--- config.mk ---
export PLATFORM = sky130hd
export DESIGN_NAME = uart_tx_fifo_ctrl
export DESIGN_NICKNAME = d
export VERILOG_FILES = /design/src/rtl/uart_tx_fifo_ctrl.sv
export SDC_FILE = /design/constraint.sdc
export NUM_CORES = 1
export LEC_CHECK = 0
export ABC_AREA = 1
export BUFFER_PORTS_ARGS = -buffer_cell sky130_fd_sc_hd__buf_2
export CELL_PAD_IN_SITES_DETAIL_PLACEMENT = 1
export CELL_PAD_IN_SITES_GLOBAL_PLACEMENT = 2
export CORE_MARGIN = 5
export CORE_UTILIZATION = 40
export DETAILED_ROUTE_END_ITERATION = 10
export PLACE_DENSITY_LB_ADDON = 0.1
export SLEW_MARGIN = 40
export SYNTH_ARGS = -nofsm -noshare
export SYNTH_HDL_FRONTEND = slang
export SYNTH_SLANG_ARGS = --single-unit
--- constraint.sdc ---
create_clock -name clk -period 3.15 [get_ports clk]
set_clock_uncertainty 0.2 [all_clocks]
set_input_delay 0.315 -clock clk [delete_from_list [all_inputs] [get_ports clk]]
set_output_delay 0.315 -clock clk [all_outputs]
set_load 0.02 [all_outputs]
--- src/rtl/uart_tx_fifo_ctrl.sv ---
// Byte FIFO and frame sequencer feeding the UART transmit datapath.
// Optional inter-frame idle gap enabled by defining UART_TX_GAP_EN.
module uart_tx_fifo_ctrl #(
  parameter int unsigned DEPTH = 16,
  parameter int unsigned PTR_W = 4
`ifdef UART_TX_GAP_EN
  , parameter int unsigned GAP_CYCLES = 16
`endif
) (
  input  logic             clk,
  input  logic             reset,
  input  logic             wr_en,
  input  logic [7:0]       wr_data,
  input  logic             tx_enable,
  input  logic             ovf_clr,
  input  logic             tx_done,
  output logic             tx_start,
  output logic             tx_sel,
  output logic [7:0]       tx_data,
  output logic             full,
  output logic             empty,
  output logic [PTR_W:0]   count,
  output logic             busy,
  output logic             overflow
);

  localparam int unsigned CNT_W = PTR_W + 1;

`ifdef UART_TX_GAP_EN
  localparam int unsigned GAP_W = (GAP_CYCLES > 1) ? $clog2(GAP_CYCLES) : 1;
  typedef enum logic [1:0] {S_IDLE, S_START, S_SEND, S_GAP} state_t;
  logic [GAP_W-1:0] gap_cnt;
`else
  typedef enum logic [1:0] {S_IDLE, S_START, S_SEND} state_t;
`endif

  state_t           state;
  state_t           state_nxt;
  logic [7:0]       mem [DEPTH];
  logic [PTR_W-1:0] wr_ptr;
  logic [PTR_W-1:0] rd_ptr;
  logic [CNT_W-1:0] count_nxt;
  logic             push_c;
  logic             pop_c;

  // Next-state decode; a pop happens only on the IDLE -> START transition
  always_comb begin
    state_nxt = state;
    pop_c     = 1'b0;
    case (state)
      S_IDLE: begin
        if (tx_enable && !empty) begin
          pop_c     = 1'b1;
          state_nxt = S_START;
        end
      end
      S_START: state_nxt = S_SEND;
      S_SEND: begin
        if (tx_done) begin
`ifdef UART_TX_GAP_EN
          state_nxt = S_GAP;
`else
          state_nxt = S_IDLE;
`endif
        end
      end
`ifdef UART_TX_GAP_EN
      S_GAP: begin
        if (gap_cnt == '0) state_nxt = S_IDLE;
      end
`endif
      default: state_nxt = S_IDLE;
    endcase
  end

  // full is the pre-pop view, so a write colliding with a pop on a full FIFO is dropped
  always_comb begin
    push_c    = wr_en && !full;
    count_nxt = count + CNT_W'(push_c) - CNT_W'(pop_c);
  end

  always_ff @(posedge clk or posedge reset) begin
    if (reset) begin
      state    <= S_IDLE;
      tx_start <= 1'b0;
      tx_sel   <= 1'b0;
      busy     <= 1'b0;
      tx_data  <= 8'h00;
      wr_ptr   <= '0;
      rd_ptr   <= '0;
      count    <= '0;
      full     <= 1'b0;
      empty    <= 1'b1;
      overflow <= 1'b0;
    end else begin
      state    <= state_nxt;
      tx_start <= (state_nxt == S_START);
      tx_sel   <= (state_nxt == S_SEND);
      busy     <= (state_nxt != S_IDLE);
      count    <= count_nxt;
      full     <= (count_nxt == CNT_W'(DEPTH));
      empty    <= (count_nxt == '0);
      if (push_c) wr_ptr <= wr_ptr + PTR_W'(1);
      if (pop_c) begin
        tx_data <= mem[rd_ptr];
        rd_ptr  <= rd_ptr + PTR_W'(1);
      end
      if (wr_en && full) overflow <= 1'b1;
      else if (ovf_clr)  overflow <= 1'b0;
    end
  end

  always_ff @(posedge clk) begin
    if (push_c) mem[wr_ptr] <= wr_data;
  end

`ifdef UART_TX_GAP_EN
  // Preloaded outside GAP so the state lasts exactly GAP_CYCLES clocks
  always_ff @(posedge clk or posedge reset) begin
    if (reset) begin
      gap_cnt <= GAP_W'(GAP_CYCLES - 1);
    end else if (state != S_GAP) begin
      gap_cnt <= GAP_W'(GAP_CYCLES - 1);
    end else if (gap_cnt != '0) begin
      gap_cnt <= gap_cnt - GAP_W'(1);
    end
  end
`endif

endmodule
==> flow_summary.yaml <==
synth:
  yosysTopAreaCellShare: 0.5627
  ys_ff_latch: 157
  ys_seq_area_frac: 0.6692
  synth_area_per_cell_um2: 10.26
  syn_area_mm2: 0.006830
  synth_largest_area_cell: "edfxtp_1"
  synth-edff-count: 128
  ys_async_sr_fraction: 0.1847
  yosysMostFrequentCell: "nand2_1"
  syn-num-nets: 691
  ys_warn_count: 0
  syn_inst: 666
  synth_common_cells: "nand2_1 (208), edfxtp_1 (128), nand3_1 (97)"
  ys_types: 23
  synth.area.top_cells: "edfxtp_1 (56%), nand2_1 (11%), dfrtp_1 (10%), nand3_1 (7.1%), inv_1 (4.2%)"
  synth-main-ff-cell: "edfxtp_1"
floorplanning:
  coreArea_mm2: 0.01664
  start_util: 0.4104
  io_pins: 33
  num_rows: 47
  die_w_um: 140.7
  die_area_mm2: 0.01979
  die_y_um: 140.7
critical_path:
  cp-end-kind: "register"
  cp_max_fo: 13
  crit_type: "register to register"
  crit_arrival_ns: 2.88
  path_cells: "nor2_1 -> nand2_1 -> inv_2 -> ha_1 -> inv_1 -> ha_1 -> inv_1 -> fa_1 -> o21ai_1 -> xor2_1 -> inv_1 -> nor2_1"
  critical_path.most_common_cell: "inv_1"
  crit_slowest_cell: "fa_1"
  crit_path_start_kind: "register"
  r2r_slack_ns: 0.41
  cpPeakStageDelay_ns: 0.40
  crit_required_ns: 3.30
cells_and_area:
  drive_gt1_frac: 0.1580
  multi_input_area_mm2: 0.001655
  fillers: 1862
  regArea_mm2: 0.004572
  synthToLayoutAreaGrowth_pct: 13.48
  diodes: 0
  nNetsFinal: 727
cts:
  clk_pin_slew_ns: 0.06
  htreeDepth: 4
  ctsResizeCount: 0
  cts_setup_buffers: 0
  root_buffer: "clkbuf_16"
  clock_latency_ns: 0.42
  cts_tree: "built"
  cts_hold_buf: 4
  numCtsBuffers: 17
  clock_sinks: 157
  clk_path_buf_depth: 2
timing:
  setup_viol: 0
  final_hold_viol_count: 0
  fin_tns_setup_ns: 0
  post-route-min-period_ns: 2.737
  max_freq_ghz: 0.3654
  rsz0062_at_grt: "no"
  relSlewSlack: 0.4309
  slew_viol_final: 0
  setup_slack_ns: 0.4134
  worst_pin_slew_ns: 0.8504
  fin_crit_sh: 0.8688
power:
  ir_worst_vdd_v: 0.0005548
  pwr-share-clk: 0.254
  power.density_mw_per_mm2: 933.7
  p_int_w: 0.004445
  p_comb_frac: 0.363
  switching_share: 0.3858
  p_switching_w: 0.002792
  seq_power_share: 0.383
  p_leak_nw: 3.422
routing:
  ant_nets: 0
  drc_errors: 0
  first_iter_violations: 303
  route.final.wire_length_um: 17190
  firstDrtPassIters: 4
  via_per_inst: 4.886
  wire_per_inst_um: 18.39
  num_vias: 4568
grt:
  antenna_found_initial: 0
  grt_first_pass_wirelength_um: 27070
  first_global_vias: 4796
  grt_start_max_net_pins: 66
  grtUsageTotal: 0.1828
  grt_overflow: 0
job:
  max_cap_violations: 0
worst_hold_path:
  hold_class: "input port to register"
placed_design:
  place_congestion: 0.7727
  io_buffers: 32
  dp_hpwl_um: 10940
  post-place-ws_ns: 0.3952
run_status:
  status: "complete, no violations"
metal layers:
layer  part of all wire  vias up  GRT usage
li1                   -     2188          -
met1               0.45     2297     0.2361
met2               0.50       64     0.3107
met3              0.028       19    0.03420
met4              0.016        0    0.06170
met5                  0        -          0
power groups by stage:
stage	Sequential [W]	Combinational, W	Clock [W]
finish	0.00277	0.00263	0.00184
global route	0.00281	0.00296	0.00196
CTS	0.00278	0.00267	0.00187
detailed placement	0.00282	0.00265	0
global placement	0.00280	0.00260	0
floorplan	0.00290	0.00172	0
logic make-up after synthesis:
logic type | count (synthesis) | share of synthesized area
fa+ha+maj | 11 | 0.02125
compound gates | 8 | 0.006228
flops | 157 | 0.6692
simple gates | 331 | 0.2010
buf+inv | 149 | 0.08958
xor+xnor | 10 | 0.01282
cells in the final DEF (no fill, tap or decap), types with 8 or more instances in the layout:
master     synthesis  layout
nand2_1          208     208
edfxtp_1         128     128
nand3_1           97      97
inv_1             77      77
inv_2             45      45
buf_2             18      32
dfrtp_1           28      27
nor2_1            22      19
clkbuf_16          0      17
ha_1              10      10
xor2_1             8       8
state kept, by name (all words and copies together) (netlist names):
| signal | flops |
|---|---|
| wr_ptr | 4 |
| tx_start | 1 |
| overflow | 1 |
| tx_data | 8 |
| empty | 1 |
| busy | 1 |
| state | 2 |
| full | 1 |
| tx_sel | 1 |
| mem | 128 |
| rd_ptr | 4 |
| count | 5 |
critical path: cells and delay by family (launching register included):
kind                     cells  cell delay, ns
flip-flops                   1            0.38
AO/OA/AOI/OAI                1            0.18
AND/OR/NAND/NOR              3            0.44
adder cells (fa/ha/maj)      3            0.84
buffers and inverters        4            0.39
XOR/XNOR                     1            0.23
stage by stage:
stage / hold slack [ns] / cell area, µm² / total power, W / instances / util
finish: 0.1269 / 7751 / 0.007237 / 935 / 0.4658
detailed placement: 0.2294 / 7188 / 0.005468 / 899 / 0.4319
global placement: 0.2123 / 7186 / 0.005403 / 899 / 0.4318
floorplan: 0.1924 / 6830 / 0.004616 / 666 / -
global route: 0.1103 / 7751 / 0.007720 / 935 / 0.4658
CTS: 0.1101 / 7746 / 0.007325 / 935 / 0.4655
final timing paths:
path / to / cells after the start / from
hold reg to reg: tx_data[2] / 2 / tx_data[2]
setup reg to reg: full / 12 / state[1]
min in group asynchronous: tx_sel / 4 / reset
setup / recovery: full / 12 / state[1]
hold / removal: mem[11][6] / 1 / wr_data[6]
max in group asynchronous: empty / 4 / reset
final cells by class:
cell class              count  share of cell area
clock buffers              22             0.05730
well taps                 220             0.03551
flip-flops and latches    157              0.5898
clock inverters            10            0.009524
repair buffers             44             0.03519
inverters                 122             0.05908
multi-input cells         360              0.2136
No activity file was read; power rests on OpenSTA's default activity.
